## config.mk

```make
export PLATFORM = sky130hd
export DESIGN_NAME = mvau_weight_loader
export DESIGN_NICKNAME = d
export VERILOG_FILES = /design/src/rtl/mvau_weight_loader.sv
export SDC_FILE = /design/constraint.sdc
export NUM_CORES = 1
export LEC_CHECK = 0
export BUFFER_PORTS_ARGS = -buffer_cell sky130_fd_sc_hd__clkbuf_2
export CELL_PAD_IN_SITES_DETAIL_PLACEMENT = 1
export CELL_PAD_IN_SITES_GLOBAL_PLACEMENT = 1
export CORE_UTILIZATION = 30
export CTS_CLUSTER_SIZE = 24
export DETAILED_ROUTE_END_ITERATION = 7
export PLACE_DENSITY_LB_ADDON = 0.1
export SLEW_MARGIN = 0
export SYNTH_ARGS = -nofsm -noshare
export SYNTH_HDL_FRONTEND = slang
export SYNTH_SLANG_ARGS = --single-unit
```

## constraint.sdc

```tcl
create_clock -name aclk -period 1.25 [get_ports aclk]
set_clock_uncertainty 0.1 [all_clocks]
set_input_delay 0.0625 -clock aclk [delete_from_list [all_inputs] [get_ports aclk]]
set_output_delay 0.0625 -clock aclk [all_outputs]
set_load 0.01 [all_outputs]
```

## src/rtl/mvau_weight_loader.sv

```systemverilog
// Streams SIMD*TW-bit words from AXI-Stream into the MVAU weight memory.
// Define WLOAD_TLAST_CHECK_EN to flag tlast framing errors on load_err.
module mvau_weight_loader #(
  parameter int SIMD         = 2,
  parameter int TW           = 1,
  parameter int WMEM_DEPTH   = 4,
  parameter int WMEM_ADDR_BW = 4
) (
  input  logic                    aclk,
  input  logic                    areset,
  input  logic                    start,
  input  logic [SIMD*TW-1:0]      s_axis_tdata,
  input  logic                    s_axis_tvalid,
  input  logic                    s_axis_tlast,
  output logic                    s_axis_tready,
  output logic                    wmem_we,
  output logic [WMEM_ADDR_BW-1:0] wmem_waddr,
  output logic [SIMD*TW-1:0]      wmem_wdata,
  output logic                    busy,
  output logic                    load_done,
  output logic                    load_err
);

  localparam int AW = WMEM_ADDR_BW;
  localparam logic [AW-1:0] LAST = AW'(WMEM_DEPTH - 1);

  typedef enum logic [1:0] {
    IDLE,
    LOAD,
    DONE
  } state_t;

  state_t        state;
  state_t        state_nx;
  logic [AW-1:0] cnt;
  logic          acc;
  logic          last_beat;
  logic          early;
  logic          err_set;
  logic          go;

  assign acc       = s_axis_tvalid & s_axis_tready;
  assign last_beat = (cnt == LAST);
  assign go        = (state == IDLE) & start;

`ifdef WLOAD_TLAST_CHECK_EN
  assign early   = acc & s_axis_tlast & ~last_beat;
  assign err_set = early | (acc & last_beat & ~s_axis_tlast);
`else
  logic unused_tlast;
  assign unused_tlast = s_axis_tlast;
  assign early        = 1'b0;
  assign err_set      = 1'b0;
`endif

  always_ff @(posedge aclk) begin
    if (areset) begin
      state <= IDLE;
    end else begin
      state <= state_nx;
    end
  end

  always_comb begin
    state_nx = state;
    unique case (state)
      IDLE: if (start) state_nx = LOAD;
      LOAD: begin
        if (early) begin
          state_nx = IDLE;
        end else if (acc && last_beat) begin
          state_nx = DONE;
        end
      end
      DONE:    state_nx = IDLE;
      default: state_nx = IDLE;
    endcase
  end

  always_comb begin
    s_axis_tready = (state == LOAD);
    busy          = (state != IDLE);
    load_done     = (state == DONE);
  end

  // Counter stops at the last address; a fresh start rewinds it.
  always_ff @(posedge aclk) begin
    if (areset) begin
      cnt        <= '0;
      wmem_we    <= 1'b0;
      wmem_waddr <= '0;
      wmem_wdata <= '0;
      load_err   <= 1'b0;
    end else begin
      wmem_we <= acc;
      if (acc) begin
        wmem_waddr <= cnt;
        wmem_wdata <= s_axis_tdata;
        if (!last_beat) begin
          cnt <= cnt + 1'b1;
        end
      end
      if (go) begin
        cnt      <= '0;
        load_err <= 1'b0;
      end else if (err_set) begin
        load_err <= 1'b1;
      end
    end
  end

endmodule
```

After elaboration in Yosys (flattened, before gate mapping). Cells that the tools add are included.

Reduce and logical (&&, ||, !) cells: 6. $add $sub $neg: 1. Eq/ne operators: 5. Bitwise operators: 3. Multiplexer cells: 3.

Operator list (count): 4-bit by 1-bit adder with 4-bit output (second input constant) (1); 4-bit by 2-bit == test with 1-bit output (second input constant) (1); 2-bit 2-to-1 mux (2); 2-bit one-hot mux with 2 select lines (1); 2-bit AND reduction (2); 1-bit AND (2); 2-bit by 1-bit == test with 1-bit output (second input constant) (1); 2-bit == test (second input constant) (1); 2-bit logical NOT (1); 2-bit by 1-bit inequality test with 1-bit output (second input constant) (1); 2-bit inequality test (second input constant) (1); 2-bit nonzero test (1); 2-bit OR reduction (1); 1-bit logical AND (1); 1-bit inverter (1).

Output and inout port bits: 11. Word-level logic and storage cells: 23. Input bits: 7. Flip-flop bits (word level): 13.

Depth between registers and ports, before layout.
Depth in word-level cells: 5. Depth in mapped cells: 4. Mapped depth without buffers: 4.

Worst setup path after synthesis. Ideal clock, no wire load.

Path type: register -> register. From: reg cnt[0]. To: reg cnt[0]. Data arrival time: 1.111 ns. Slack: -0.030 ns. Stages on the path, launching flop included: 5. Period minus slack after synthesis: 1.280 ns. Cells stage by stage: dfxtp_1 > ha_1 > nor3b_1 > or3_1 > a21oi_1.

Word-level cells in the longest chain between the ends: 3.

RTL lines: start, declared (RTL line 35) `logic [AW-1:0] cnt;`; start signal, assigned (RTL line 100) `cnt <= cnt + 1'b1;`; branches (longest 3 deep; another with 4-bit by 1-bit adder with 4-bit output).

Several ways; the timed one is not identified. A chain may end at the register's enable or synchronous reset.

Worst setup path in the final report.
From: reg cnt[0]. To: reg cnt[3].

The elaborated chain is that of the path after synthesis.

==> flow_summary_export.csv <==
group,metric,value,unit
finish,final.fill_count,217,
logic_synthesis,yosysUniqueCellTypes,23,
pwr,swShare,24.4,%
setup_path,setup.worst_path.start_class,"flip-flop",
clock_tree,clockBufferDepth,2,
clock_tree,clock-sinks,13,
setup_path,slowest_delay,0.36,ns
floorplan,fp.dieW,44.7,um
pwr,p_per_area,961,nW/um^2
clock_tree,root_buffer,"clkbuf_4",
global_routing,grt_pass1_wl,2330,um
routing,drt_wl_total,1470,um
pwr,p_seq_share,54.7,%
floorplan,die_h,44.7,um
routing,post-route-drc-count,0,
placement,dp_cells,110,
setup_path,crit_type,"flip-flop to flip-flop",
pwr,p_int,0.591,mW
global_routing,grt_max_degree,11,
setup_path,cpLargestDelayFamily,"simple AND/OR/NAND/NOR gates",
placement,hpwl,948,um
global_routing,grt_antenna_before_repair,0,
pwr,power.leakage,0.354,nW
finish,multi_input_comb_area,287,sq um
sta,min_period,1.28,ns
routing,dr_total_vias,547,
setup_path,crit_fanout,4,
floorplan,ios,18,
pwr,vdd_ir_drop_max,0.543,mV
logic_synthesis,syn_nets,73,
sta,finalCritPeriodShare,102,%
sta,hold_viol,0,
clock_tree,cts_max_level,1,
finish,fin_util,47.7,%
finish,area_growth,49.0,%
clock_tree,numCtsBuffers,3,
routing,vias_per_cell,4.60,
floorplan,dieArea,2000,sq um
pwr,switchingPower,0.191,mW
finish,antenna_cells,0,
min_path,hold_class,"input port to flip-flop",
logic_synthesis,yosysWarnings,0,
sta,slew_viol_final,0,
placement,gp_congestion,0.736,
sta,fin_tns_setup,-0.0507,ns
finish,drive_above_1_share,40.4,%
pwr,p_comb_share,11.8,%
logic_synthesis,yosysSeqAreaShare,47.6,%
setup_path,end_kind,"flip-flop",
clock_tree,cts_tree,"done",
sta,rsz0062_at_grt,"true",
floorplan,initial_core_util,32.0,%
setup_path,worst_ep_arrival_time,1.39,ns
sta,finalSetupViolations,2,
logic_synthesis,synth_area,547,sq um
setup_path,crit_buf_inv,1,
status,run_status,"finished, violations left",
sta,fmax,782,MHz
floorplan,rows,15,
global_routing,grt_pass1_vias,528,
routing,drt_first_iter_violations,6,
sta,setup_ws,-0.0292,ns
finish,layoutNonFillerInstCount,119,
routing,drtPass1Iterations,3,
setup_path,worstPathCellList,"buf_4 > nand3_1 > or3_1 > a21oi_2",
setup_path,cp_slowest_cell,"dfxtp_2",
routing,ant_nets,0,
global_routing,grt_overflow,0,
finish,seq_area,269,sq um
placement,portBuffers,15,
status,violations,"negative setup slack",
floorplan,core,1710,sq um
setup_path,crit_required,1.36,ns
setup_path,rrSetupSlack,-0.03,ns
logic_synthesis,synthCells,65,
clock_tree,insertion_delay,0.27,ns
logic_synthesis,synth-seq-cells,13,
finish,layout.nets,103,
routing,wl_per_cell,12.3,um
clock_tree,path_clk_slew,0.08,ns
logic_synthesis,avgSynthCellArea,8.41,sq um
pwr,clockPowerShare,33.5,%
global_routing,grt_usage,16.3,%
flow_run,cap_violations,0,
[tightest hold or removal path, cell delays in order]
cell and delay [ns]:
clkbuf_2 0.11, nand3b_4 0.11, or3_1 0.11, nor3_1 0.04
[layout make-up]
| type | instances | share of cell area (%) |
|---|---|---|
| multi-input combinational | 46 | 35.2 |
| timing repair buffer | 29 | 23.8 |
| clock buffer | 4 | 3.23 |
| sequential | 13 | 33.0 |
| tap | 25 | 3.84 |
| inverter | 2 | 0.922 |
[sequential cells by signal (all words and copies together), names as in the netlist]
register,flops
cnt,4
wmem_waddr,4
wmem_we,1
state,2
wmem_wdata,2
[power by group through the flow]
| stage | sequential, mW | clock, mW | combinational [mW] |
|---|---|---|---|
| final | 0.428 | 0.262 | 0.0923 |
| after global routing | 0.429 | 0.298 | 0.103 |
| after CTS | 0.429 | 0.282 | 0.0891 |
| after detailed placement | 0.437 | 0 | 0.0786 |
| after global placement | 0.436 | 0 | 0.0780 |
| after floorplan | 0.440 | 0 | 0.0397 |
[cells in the final DEF, fill, tap and decap left out, drive strengths merged]
| cell type | synthesis | final |
|---|---|---|
| a21o | 1 | 1 |
| a21oi | 11 | 11 |
| and2b | 1 | 1 |
| and3b | 1 | 1 |
| buf | 3 | 11 |
| clkbuf | 1 | 18 |
| conb | 1 | 1 |
| dfxtp | 13 | 13 |
| dlygate4sd3 | 0 | 4 |
| ha | 1 | 1 |
| inv | 2 | 2 |
| nand2 | 12 | 12 |
| nand3 | 1 | 1 |
| nand3b | 2 | 2 |
| nand4b | 1 | 1 |
| nor2 | 3 | 3 |
| nor2b | 1 | 1 |
| nor3 | 1 | 1 |
| nor3b | 1 | 1 |
| o21ai | 5 | 5 |
| or3 | 3 | 3 |
[repair_timing]
| item | CTS | global route |
|---|---|---|
| endpoints found under the setup margin | 5 | 6 |
| resized for setup | 6 | 6 |
| buffers inserted | 0 | 1 |
| pin swaps | 1 | 0 |
| endpoints found under the hold margin | 8 | 0 |
| hold buffers | 4 | 0 |
[path summary, 6_finish.rpt]
| path | cells after the start | from | endpoint |
|---|---|---|---|
| hold / removal | 4 | s_axis_tvalid | state[1]$_SDFFE_PP0P_ |
| setup reg to reg | 4 | cnt[0]$_SDFFE_PP0P_ | cnt[3]$_SDFFE_PP0P_ |
| setup / recovery | 4 | cnt[0]$_SDFFE_PP0P_ | cnt[3]$_SDFFE_PP0P_ |
| hold reg to reg | 2 | wmem_waddr[3]$_SDFFE_PP0P_ | wmem_waddr[3]$_SDFFE_PP0P_ |
[Yosys cell counts]
| cell | count | area [sq um] |
|---|---|---|
| nor3b_1 | 1 | 7.51 |
| and3b_1 | 1 | 8.76 |
| nand2_1 | 12 | 45.0 |
| nor3_1 | 1 | 5.00 |
| or3_1 | 3 | 18.8 |
| conb_1 | 1 | 3.75 |
| nor2_1 | 3 | 11.3 |
| buf_4 | 2 | 15.0 |
| dfxtp_1 | 13 | 260 |
| clkbuf_1 | 1 | 3.75 |
| a21oi_1 | 11 | 55.1 |
| inv_1 | 2 | 7.51 |
| a21o_1 | 1 | 7.51 |
| buf_2 | 1 | 5.00 |
| nand3_1 | 1 | 5.00 |
| nand3b_4 | 1 | 20.0 |
| nor2b_1 | 1 | 6.26 |
| nand4b_1 | 1 | 8.76 |
| o21ai_1 | 2 | 10.0 |
| ha_1 | 1 | 12.5 |
| o21ai_0 | 3 | 15.0 |
| and2b_1 | 1 | 7.51 |
| nand3b_1 | 1 | 7.51 |
[through the flow]
step           hold WS, ns  area (sq um)  total power [mW]  worst slack (ns)
2_1_floorplan       0.0985           554             0.480           0.00415
3_3_place_gp         0.188           704             0.514          -0.00128
3_5_place_dp         0.194           704             0.516           -0.0484
4_1_cts             0.0788           792             0.800           -0.0180
5_1_grt             0.0913           815             0.830           -0.0932
6_report            0.0877           815             0.783           -0.0292
[cell families after synthesis]
kind of cell | Yosys count | share of synthesized area, %
other | 1 | 0.686
and+or+nand+nor | 27 | 27.7
AOI/OAI and AO/OA | 17 | 16.0
adders and majority gates | 1 | 2.29
DFF | 13 | 47.6
buffers and inverters | 6 | 5.72
[per-layer routing]
layer	wire [um]	track usage (%)	part of all wire [%]
met5	0	0	0
met3	54	6.40	3.7
met1	604	17.7	41
met4	9	3.03	0.61
met2	799	30.0	54
(Power assumes the default switching activity.)
